<file path="config.mk">
export PLATFORM = sky130hd
export DESIGN_NAME = decoder_rr_arbiter
export DESIGN_NICKNAME = d
export VERILOG_FILES = /design/src/rtl/decoder_rr_arbiter.sv
export SDC_FILE = /design/constraint.sdc
export NUM_CORES = 1
export LEC_CHECK = 0
export BUFFER_PORTS_ARGS = -buffer_cell sky130_fd_sc_hd__buf_2
export CORE_ASPECT_RATIO = 0.5
export CORE_MARGIN = 4
export CORE_UTILIZATION = 55
export CTS_CLUSTER_SIZE = 40
export DETAILED_ROUTE_END_ITERATION = 8
export PLACE_DENSITY = 0.76
export SLEW_MARGIN = 20
export SYNTH_ARGS = -nofsm -noshare
export SYNTH_HDL_FRONTEND = slang
export SYNTH_SLANG_ARGS = --single-unit
</file>
<file path="constraint.sdc">
create_clock -name clk -period 6.6 [get_ports clk]
set_input_delay 0.99 -clock clk [delete_from_list [all_inputs] [get_ports clk]]
set_output_delay 0.99 -clock clk [all_outputs]
set_load 0.01 [all_outputs]
</file>
<file path="src/rtl/decoder_rr_arbiter.sv">
// Sixteen-way round-robin arbiter with registered winner index decoded to a one-hot grant.
// Optional forced release after HOLD_MAX cycles is compiled in with `define ARB_TIMEOUT_EN.
module decoder_rr_arbiter #(
  parameter int unsigned HOLD_MAX = 8
) (
  input  logic        clk,
  input  logic        reset_n,
  input  logic [15:0] req,
  input  logic        done,
  output logic        grant_valid,
  output logic [3:0]  grant_idx,
  output logic [15:0] grant,
  output logic        timeout
);

  typedef enum logic [1:0] {
    IDLE,
    GRANT,
    RELEASE
  } state_t;

  state_t      state, state_nxt;
  logic [3:0]  ptr, ptr_nxt;
  logic [3:0]  idx_nxt;
  logic        valid_nxt;
  logic [3:0]  winner;
  logic [3:0]  cand;
  logic        found;
  logic        hold_expired;
  logic        release_now;

  if (HOLD_MAX < 1 || HOLD_MAX > 255) begin : g_bad_hold_max
    $error("decoder_rr_arbiter: HOLD_MAX must be in 1..255");
  end

  // First set request at or after ptr, wrapping 15 -> 0.
  always_comb begin
    winner = '0;
    found  = 1'b0;
    cand   = '0;
    for (int unsigned i = 0; i < 16; i++) begin
      cand = ptr + 4'(i);
      if (!found && req[cand]) begin
        winner = cand;
        found  = 1'b1;
      end
    end
  end

`ifdef ARB_TIMEOUT_EN
  logic [7:0] hold_cnt;
  logic       timeout_fire;

  assign hold_expired = (hold_cnt == 8'(HOLD_MAX - 1));
  // Timeout only counts as the cause when neither done nor withdrawal applies.
  assign timeout_fire = (state == GRANT) && hold_expired && !done && req[grant_idx];

  always_ff @(posedge clk or negedge reset_n) begin
    if (!reset_n) begin
      hold_cnt <= '0;
      timeout  <= 1'b0;
    end else begin
      timeout <= timeout_fire;
      if (state != GRANT)
        hold_cnt <= '0;
      else if (hold_cnt != 8'hFF)
        hold_cnt <= hold_cnt + 8'd1;
    end
  end
`else
  assign hold_expired = 1'b0;
  assign timeout      = 1'b0;
`endif

  assign release_now = done || !req[grant_idx] || hold_expired;

  always_comb begin
    state_nxt = state;
    ptr_nxt   = ptr;
    valid_nxt = grant_valid;
    idx_nxt   = grant_idx;
    unique case (state)
      IDLE: begin
        if (found) begin
          idx_nxt   = winner;
          valid_nxt = 1'b1;
          state_nxt = GRANT;
        end
      end
      GRANT: begin
        if (release_now) begin
          idx_nxt   = '0;
          valid_nxt = 1'b0;
          ptr_nxt   = grant_idx + 4'd1;
          state_nxt = RELEASE;
        end
      end
      RELEASE: state_nxt = IDLE;
      default: begin
        state_nxt = IDLE;
        valid_nxt = 1'b0;
        idx_nxt   = '0;
      end
    endcase
  end

  always_ff @(posedge clk or negedge reset_n) begin
    if (!reset_n) begin
      state       <= IDLE;
      ptr         <= '0;
      grant_valid <= 1'b0;
      grant_idx   <= '0;
    end else begin
      state       <= state_nxt;
      ptr         <= ptr_nxt;
      grant_valid <= valid_nxt;
      grant_idx   <= idx_nxt;
    end
  end

  assign grant = grant_valid ? (16'd1 << grant_idx) : '0;

endmodule
</file>
### Word level (Yosys, flattened, before mapping)

Cells that the tools add are included.

| cells by class | value |
|---|---|
| $add $sub $neg | 16 |
| $lt $le $gt $ge | 17 |
| equal/unequal tests | 4 |
| shift operators | 1 |
| mux-type cells | 76 |
| bitwise gates (word level) | 1 |
| reductions and logical operators | 36 |

Operator list:

| operator | count |
|---|---|
| $lt 4x5->1 const B | 17 |
| $mux 4 | 18 |
| $bmux 1 s4 | 17 |
| $mux 1 | 35 |
| $add 4x4->4 const B | 8 |
| $add 4x3->4 const B | 4 |
| $logic_not 1->1 | 16 |
| $mux 16 | 1 |
| $shl 1x4->16 const A | 1 |
| $logic_and 1x1->1 | 15 |
| $pmux 4 s3 | 1 |
| $add 4x1->4 const B | 2 |
| $add 4x2->4 const B | 2 |
| $mux 2 | 2 |
| $ne 2x2->1 const B | 2 |
| $pmux 2 s2 | 1 |
| $reduce_and 2->1 | 2 |
| $pmux 1 s3 | 1 |
| $reduce_and 3->1 | 1 |
| $eq 2x1->1 const B | 1 |
| $eq 2x2->1 const B | 1 |
| $logic_not 2->1 | 1 |
| $logic_or 1x1->1 | 1 |
| $not 1->1 | 1 |

| word-level totals | value |
|---|---|
| flip-flop bits (word level) | 11 |
| output and inout bits | 22 |
| logic and storage cells | 155 |

### Depth between registers and ports, before layout

Gate-level depths: netlist of the first run.

| depth | value |
|---|---|
| word-level depth | 50 |
| depth in mapped cells | 17 |
| gate-level depth less buffers | 11 |

### Least setup slack after synthesis of the first run

Ideal clock, no wire load.

| timing path | value |
|---|---|
| path kind | reg-to-reg |
| start point | register ptr[2] |
| end point | register grant_idx[2] |
| data arrival time | 3.948 ns |
| data required time | 6.479 ns |
| path slack | 2.531 ns |
| cell stages (with the launch flop) | 14 |
| path buffers | 3 |
| cells stage by stage | dfrtp_1 -> buf_2 -> clkinv_1 -> ha_1 -> buf_1 -> mux4_2 -> mux4_2 -> clkbuf_1 -> nor2_1 -> nand3b_1 -> nor4_2 -> a21o_1 -> a31oi_1 -> a22o_1 |

| between the ends | value |
|---|---|
| longest elaborated chain between the ends | 50 |
| elaborated cells on any way between the ends | 113 |
| those cells by class | 15 x add/sub; 1 x eq/ne; 66 x mux; 31 x reduce/logical |

RTL lines:

| item | line | text |
|---|---|---|
| start, declared | 23 | `logic [3:0] ptr, ptr_nxt;` |
| start signal, assigned | 115 | `ptr <= ptr_nxt;` |
| branches (longest 50 deep; another with $add 4x1->4) | n/a |  |
| end signal, assigned | 117 | `grant_idx <= idx_nxt;` |
| end, declared | 11 | `output logic [3:0] grant_idx,` |

Several ways; the timed one is not identified. The select of a mux whose other input is x is not followed.
A chain may end at the register's enable or synchronous reset.

### Final worst setup path of the first run

| timing path | value |
|---|---|
| start point | register ptr[1] |
| end point | register grant_idx[2] |

Same word-level chain as after synthesis.

==> results of run 1 <==
[cell usage after synthesis (4+ instances only)]
master	instances
nor2_1	26
clkbuf_1	6
buf_2	5
buf_6	5
mux2_1	4
nand3_1	7
mux2i_1	27
nand2_1	38
nor3_1	11
o21ai_0	13
a21oi_1	18
mux2_2	19
xnor2_1	11
mux4_1	8
nand2b_1	5
dfrtp_1	11
mux4_2	30
ha_1	13
inv_1	11
o211ai_1	4
a31oi_1	4
[cell type report]
class,count,area [um^2],share of cell area
clock buffer,4,78.8,0.0219
inverter,14,52.6,0.0146
multi-input combinational,311,2890,0.802
sequential,11,275,0.0763
tap,73,91.3,0.0253
timing repair buffer,42,218,0.0604
[sequential cells by signal, indices dropped and copies added, names as in the netlist]
register     count
grant_idx        4
ptr              4
state            2
grant_valid      1
[kinds of logic after synthesis]
logic type / synth area share
compound gates: 0.172
xor+xnor: 0.0333
fa+ha+maj: 0.0481
buf+inv: 0.0640
flops: 0.0814
mux: 0.425
other cells: 0.00111
simple gates: 0.175
[cells in the final DEF (no fill, tap or decap), drive strengths merged, types with 12 or more instances in the layout]
master / netlist / routed
mux4: 38 / 38
inv: 12 / 12
mux2: 23 / 23
ha: 13 / 13
nor2: 27 / 27
buf: 17 / 42
nand2: 38 / 38
nor3: 12 / 12
mux2i: 28 / 28
a21oi: 18 / 18
o21ai: 15 / 15
[worst max path at each step]
stage	cells past startpoint	slack, ps	end	from
global placement	11	2240	grant_idx[2]	ptr[2]
floorplan	13	2530	grant_idx[2]	ptr[2]
global route	12	1700	grant_idx[3]	ptr[1]
detailed placement	12	2040	grant_idx[2]	ptr[1]
CTS	12	2010	grant_idx[2]	ptr[1]
finish	12	1940	grant_idx[2]	ptr[1]
[stage by stage]
| step | utilization | std cells |
|---|---|---|
| 2_1_floorplan | - | 359 |
| 3_3_place_gp | 0.618 | 451 |
| 6_report | 0.632 | 455 |
| 4_1_cts | 0.632 | 455 |
| 5_1_grt | 0.632 | 455 |
| 3_5_place_dp | 0.618 | 451 |
[routing by layer]
| layer | track usage | wire [um] | vias to the layer above |
|---|---|---|---|
| met3 | 0.0715 | 1490 | 28 |
| met2 | 0.430 | 4700 | 279 |
| met1 | 0.398 | 4340 | 1569 |
| met4 | 0.0563 | 194 | 0 |
| met5 | 0 | 0 | - |
| li1 | - | - | 1454 |
==> results_dict.tcl, run 1 <==
set metrics [dict create \
    vias 3330 \
    critPathRequiredTime_ps 6710 \
    setup_ws_ps 1940 \
    clock-root-buffer "clkbuf_16" \
    placeableCoreArea_um2 5710 \
    fin_tns_setup_ps 0 \
    initial_core_util 0.593 \
    r2r_start "ptr[1]" \
    synth_edf_count 0 \
    drv_cap 0 \
    worst_slew_pin_slew_ps 1100 \
    drt_iter0_drc 397 \
    gp_congestion 0.982 \
    diodes 0 \
    worstSkewPairLatency_ps 240 \
    io_pins 41 \
    synth_cell_types 76 \
    grt_max_degree 37 \
    grt_overflow 0 \
    final-hold-violation-count 0 \
    synth-async-reset-ratio 1.00 \
    syn_to_final_growth_pct 6.62 \
    synthTopCellsByArea "mux4_2 20%, dfrtp_1 8.1%, mux2i_1 8.0%, mux2_2 6.3%, mux4_1 6.2%" \
    setup_viol 0 \
    slew_violations 0 \
    rows 19 \
    synthFlopType "dfrtp_1" \
    hp-class "input pin to async pin" \
    cts_hold_buffers 0 \
    ys_seq_elements 11 \
    slew_headroom 0.263 \
    crit_arrival_ps 4780 \
    stdcell_area_um2 3610 \
    r2r_slack_ps 1940 \
    preCtsSetupSlack_ps 2040 \
    placed_area_um2 3530 \
    cts_resized 0 \
    crit_chain "buf_4 > inv_1 > ha_1 > mux2_2 > mux2_2 > mux4_2 > nor3_2 > nand4_2 > nor4_2 > a21o_1 > a31oi_1 > a22o_1" \
    postCtsSetupRepairBufs 0 \
    synth_fp_nets 391 \
    grt_use_total 0.279 \
    syn_area_per_cell_um2 9.42 \
    path_clk_slew_ps 40 \
    io_buffers 39 \
    wl_per_cell_um 23.5 \
    reg2reg_depth 12 \
    synth_top_area_frac 0.200 \
    critical_path_class "flop to flop" \
    synth_area_um2 3380 \
    clock.fmax_mhz 214 \
    postRouteAntennaNets 0 \
    yosys.area.top_type "mux4_2" \
    end_kind "flop" \
    cts_tree "built" \
    r2r-end "grant_idx[2]" \
    die_h_um 63.5 \
    ys_warn_count 0 \
    fin_hold_ws_ps 614 \
    cpMostUsedCell "mux2_2" \
    rsz0062_at_grt "false" \
    finClkSkew_ps 5.83 \
    fill_cells 489 \
    slowest_delay_ps 730 \
    path_buf_inv 2 \
    grt_pass1_wl_mm 16.8 \
    cts-buffers-inserted 3 \
    wl_mm 10.7 \
    syn_inst 359 \
    cp_max_fo 31 \
    status "finished, final reports clean" \
    clock-sinks 11 \
    min_period_ps 4660 \
    dp_hpwl_mm 8.10 \
    grt_pass1_vias 3059 \
    critPathSlowestCell "ha_1" \
    drc_errors 0 \
    ys_seq_area_frac 0.0814 \
    vias_per_cell 7.32 \
    min_period_over_period 0.707 \
    clockBufferDepth 2 \
    dieArea_um2 7540 \
    die_x_um 119 \
    antenna_found_initial 0 \
    crit_path_start_kind "flop" \
    crit_family "multiplexers" \
    first_pass_iters 5 \
    cts_htree_levels 1 \
    drive_gt1_frac 0.288 \
    final_nets 415 \
]
Power of run 1 is not shown: default switching activity piles up to over one toggle a cycle in this logic, so the estimate is an artifact.
==> run 2, diff against run 1 <==
==> constraint.sdc (replaced) <==
create_clock -name clk -period 4.6 [get_ports clk]
set_input_delay 0.69 -clock clk [delete_from_list [all_inputs] [get_ports clk]]
set_output_delay 0.69 -clock clk [all_outputs]
set_load 0.01 [all_outputs]
==> run 2 against run 1 <==
Wire length increased by 6.2%. Flip-flop and latch count unchanged. Critical path depth decreased by 1. Sequential share of layout area decreased by 0.079 points. Clock skew about the same. Highest routed layer unchanged.
==> results_dict.tcl, run 2 (synthesized netlist as in run 1, its figures left out) <==
set metrics [dict create \
    status "finished, final reports clean" \
    min_period_ps 4050 \
    crit_path_start_kind "flop" \
    diodes 0 \
    drc_errors 0 \
    first_pass_iters 5 \
    antenna_found_initial 0 \
    end_kind "flop" \
    clock-sinks 11 \
    clock.fmax_mhz 247 \
    cts_resized 0 \
    worst_slew_pin_slew_ps 705 \
    min_period_over_period 0.881 \
    initial_core_util 0.593 \
    cts_htree_levels 1 \
    drt_iter0_drc 285 \
    cp_max_fo 36 \
    critical_path_class "flop to flop" \
    die_x_um 119 \
    gp_congestion 0.980 \
    finClkSkew_ps 6.22 \
    grt_max_degree 37 \
    cts_hold_buffers 0 \
    syn_to_final_growth_pct 7.73 \
    drv_cap 0 \
    io_pins 41 \
    r2r-end "grant_idx[3]" \
    setup_viol 0 \
    placeableCoreArea_um2 5710 \
    postRouteAntennaNets 0 \
    postCtsSetupRepairBufs 0 \
    cts_tree "built" \
    crit_arrival_ps 4170 \
    critPathRequiredTime_ps 4710 \
    vias_per_cell 7.39 \
    rsz0062_at_grt "false" \
    io_buffers 39 \
    final_nets 420 \
    grt_pass1_vias 3130 \
    worstSkewPairLatency_ps 240 \
    r2r_slack_ps 550 \
    cts-buffers-inserted 3 \
    wl_mm 11.4 \
    hp-class "input pin to async pin" \
    top_regs "grant_idx (4), ptr (4), state (2)" \
    wl_per_cell_um 24.7 \
    grt_use_total 0.305 \
    slew_violations 0 \
    final-hold-violation-count 0 \
    grt_pass1_wl_mm 18.1 \
    dieArea_um2 7540 \
    r2r_start "ptr[0]" \
    clockBufferDepth 2 \
    grt_overflow 0 \
    die_h_um 63.5 \
    layout.cells.most_common "buf_2" \
    dp_hpwl_mm 8.94 \
    clock-root-buffer "clkbuf_16" \
    path_clk_slew_ps 40 \
    rows 19 \
    reg2reg_depth 11 \
    fin_hold_ws_ps 316 \
    slew_headroom 0.529 \
    drive_gt1_frac 0.297 \
    vias 3398 \
    fin_tns_setup_ps 0 \
    layout_common_cells "39 x buf_2, 38 x nand2_1, 30 x mux4_2" \
]
==> run 2: changes by cell type in the layout (fill, tap and decap cells not counted) <==
cell / before / now
buf_4: 3 / 8
==> run 2: worst max path at each step <==
stage                      start      endpoint  slack [ps]  cells after the start
after floorplan           ptr[2]  grant_idx[2]         530                     13
after global placement    ptr[0]  grant_idx[3]         610                     11
after detailed placement  ptr[0]  grant_idx[3]         600                     11
after CTS                 ptr[0]  grant_idx[3]         580                     11
after global routing      ptr[0]  grant_idx[2]         310                     11
final                     ptr[0]  grant_idx[3]         550                     11
==> run 2: metal layers <==
metal	global-route usage	vias to the layer above	part of all wire
met5	0	-	0
met4	0.0390	0	0.0090
met3	0.0867	17	0.15
met2	0.462	279	0.43
met1	0.446	1625	0.41
li1	-	1477	-
==> run 2: cell type report <==
cell class                 instances  area (um^2)
clock buffer                       4         78.8
inverter                          14         52.6
sequential                        11          275
timing repair buffer              47          255
tap                               73         91.3
fill                             468         2060
multi-input combinational        311         2890
==> run 2: per-stage QoR <==
step                instance area [um^2]   util  setup WS (ps)  instances
finish                              3640  0.639            545        460
global route                        3640  0.639            315        460
CTS                                 3640  0.639            581        460
detailed placement                  3560  0.625            596        456
global placement                    3560  0.625            607        456
floorplan                           3380      -            531        359
==> run 2: critical path, stage by stage (launching register included) <==
cell and delay, ps:
dfrtp_1 360, buf_4 440, ha_1 380, xor2_2 350
mux4_2 590, nand2_1 160, o211ai_4 130, or4_4 580
o32ai_1 400, o21ai_0 220, o21ai_1 200, a31oi_1 100
Power of run 2 is left out for the same reason.
==> run 3, diff against run 2 <==
--- a/config.mk
+++ b/config.mk
@@ -5,13 +5,15 @@
 export SDC_FILE = /design/constraint.sdc
 export NUM_CORES = 1
 export LEC_CHECK = 0
+export ABC_AREA = 1
 export BUFFER_PORTS_ARGS = -buffer_cell sky130_fd_sc_hd__buf_2
-export CORE_ASPECT_RATIO = 0.5
+export CORE_ASPECT_RATIO = 0.6
 export CORE_MARGIN = 4
 export CORE_UTILIZATION = 55
 export CTS_CLUSTER_SIZE = 40
 export DETAILED_ROUTE_END_ITERATION = 8
-export PLACE_DENSITY = 0.76
+export MAX_ROUTING_LAYER = met4
+export PLACE_DENSITY = 0.78
 export SLEW_MARGIN = 20
 export SYNTH_ARGS = -nofsm -noshare
 export SYNTH_HDL_FRONTEND = slang
==> run 3 against run 2 <==
Global-route usage down 0.17 points. Sequential share of layout area rose by 1.9 points. Via count down 3.1%. Non-clock buffer count shrank 4. Critical path depth rose by 9. Final cell count grew 24%. Setup slack improved by 610 ps. First-iteration DRC count increased by 1.4%. Fmax grew 18%. Register-to-register slack better by 610 ps. Core utilization fell by 0.95 points. Critical endpoint unchanged. Largest cell class unchanged.
==> results_dict.tcl, run 3 <==
set metrics [dict create \
    drt_iter0_drc 289 \
    grt.met3_usage 0.0680 \
    postCtsSetupRepairBufs 0 \
    grtUsageMet1 0.428 \
    vias_per_cell 5.77 \
    crit_chain "inv_2 > ha_1 > inv_1 > nand3_1 > nand3_2 > nand2_2 > nand2_2 > nand2_4 > nor2_8 > nand4_2 > nor2_4 > nand4_2 > nor2_4 > nand4_4 > nor2_8 > nand3_4 > nor2_1 > nor2_1 > nand2_1 > nand2_1" \
    rsz0062_at_grt "false" \
    grt_pass1_vias 2880 \
    clock-sinks 11 \
    ys_seq_area_frac 0.104 \
    postRouteAntennaNets 0 \
    ys_warn_count 0 \
    yosys.area.top_type "nand2_1" \
    critPathSlowestCell "dfrtp_1" \
    r2r_start "ptr[1]" \
    min_period_over_period 0.749 \
    slew_violations 0 \
    dieArea_um2 6030 \
    ys_seq_elements 11 \
    slowest_delay_ps 380 \
    drc_errors 0 \
    critical_path_depth 20 \
    crit_family "simple AND/OR/NAND/NOR gates" \
    die_h_um 61.8 \
    synth_top_family_by_area "simple AND/OR/NAND/NOR gates" \
    r2r_slack_ps 1150 \
    synth_fp_nets 506 \
    final_nets 540 \
    grt_use_total 0.304 \
    diodes 0 \
    synth_edf_count 0 \
    synth-async-reset-ratio 1.00 \
    end_kind "flop" \
    antenna_found_initial 0 \
    synth_cell_types 44 \
    worstSkewPairLatency_ps 240 \
    critical_path_class "flop to flop" \
    grt_max_degree 25 \
    slew_headroom 0.477 \
    cts_htree_levels 1 \
    cts-buffers-inserted 3 \
    grt_overflow 0 \
    synth_compound_area_frac 0.0855 \
    crit_arrival_ps 3570 \
    first_pass_iters 5 \
    vias 3291 \
    clock.fmax_mhz 290 \
    layout.cells.most_common "nand2_1" \
    drive_gt1_frac 0.152 \
    layout_common_cells "145 x nand2_1, 106 x nand3_1, 56 x nor2_1" \
    syn_to_final_growth_pct 9.49 \
    top_regs "grant_idx (4), ptr (4), state (2)" \
    synth_top_area_frac 0.205 \
    path_clk_slew_ps 50 \
    reg2reg_depth 20 \
    synth-simple-area-share 0.602 \
    clockBufferDepth 2 \
    synthMuxAreaShare 0 \
    crit_path_start_kind "flop" \
    grt_pass1_wl_mm 14.1 \
    setup_viol 0 \
    cts_tree "built" \
    cts_resized 0 \
    initial_core_util 0.575 \
    finClkSkew_ps 6.63 \
    final-hold-violation-count 0 \
    wl_mm 8.74 \
    io_buffers 39 \
    min_period_ps 3450 \
    io_pins 41 \
    synth_common_cells "145 x nand2_1, 106 x nand3_1, 56 x nor2_1, 44 x inv_1, 15 x o21ai_0" \
    cts_hold_buffers 0 \
    status "finished, final reports clean" \
    clock-root-buffer "clkbuf_8" \
    rows 19 \
    hp-class "input pin to async pin" \
    synthFlopType "dfrtp_1" \
    synthTopCellsByArea "nand2_1 21%, nand3_1 20%, dfrtp_1 10%, nor2_1 7.9%, inv_1 6.2%" \
    synth-xor-area-share 0.0387 \
    syn_area_per_cell_um2 5.59 \
    placeableCoreArea_um2 4610 \
    syn_inst 474 \
    path_buf_inv 2 \
    die_x_um 97.6 \
    grt-busiest-layer "met2" \
    dp_hpwl_mm 7.00 \
    synth_area_um2 2650 \
    cp_max_fo 16 \
    gp_congestion 0.999 \
    critPathRequiredTime_ps 4720 \
    r2r-end "grant_idx[3]" \
    synth_most_common_cell "nand2_1" \
    use_met2 0.465 \
    fin_tns_setup_ps 0 \
    wl_per_cell_um 15.3 \
    worst_slew_pin_slew_ps 779 \
    synthAdderAreaFrac 0.0614 \
    drv_cap 0 \
]
run 3: cell type report:
type                       instances  area (um^2)
clock buffer                       4         45.0
tap                               63         78.8
multi-input combinational        400         2090
timing repair buffer              43          225
inverter                          49          186
sequential                        11          275
fill                             457         1710
run 3: worst register-to-register path, delay by kind of cell (launching register included):
family | cells | cell delay [ps]
buffers and inverters | 2 | 580
DFF | 1 | 380
adders and majority gates | 1 | 310
and+or+nand+nor | 17 | 2060
run 3: cell families after synthesis:
logic type | after synthesis
other cells | 1
simple gates | 341
fa+ha+maj | 13
xor+xnor | 10
compound gates | 35
flops | 11
buf+inv | 63
run 3: per-stage QoR:
stage | cell area, um^2 | utilization | setup slack [ps] | std cells | hold slack, ps
final | 2900 | 0.629 | 1150 | 570 | 311
after global routing | 2900 | 0.629 | 876 | 570 | 319
after CTS | 2900 | 0.629 | 1230 | 570 | 316
after detailed placement | 2860 | 0.619 | 1240 | 566 | 563
after global placement | 2860 | 0.619 | 1400 | 566 | 564
after floorplan | 2650 | - | 1520 | 474 | 394
run 3: how the worst max path moves through the flow:
stage | from | to | slack (ps)
after global routing | ptr[1] | grant_idx[3] | 880
after CTS | ptr[1] | grant_idx[3] | 1230
final | ptr[1] | grant_idx[3] | 1150
after global placement | ptr[1] | grant_idx[1] | 1400
after detailed placement | ptr[1] | grant_idx[3] | 1240
after floorplan | ptr[1] | grant_idx[1] | 1520
run 3: routing by layer:
layer | up-vias | wire (um)
li1 | 1617 | -
met3 | 12 | 940
met5 | - | 0
met4 | 0 | 57
met2 | 166 | 3550
met1 | 1496 | 4190
Power of run 3 is left out for the same reason.
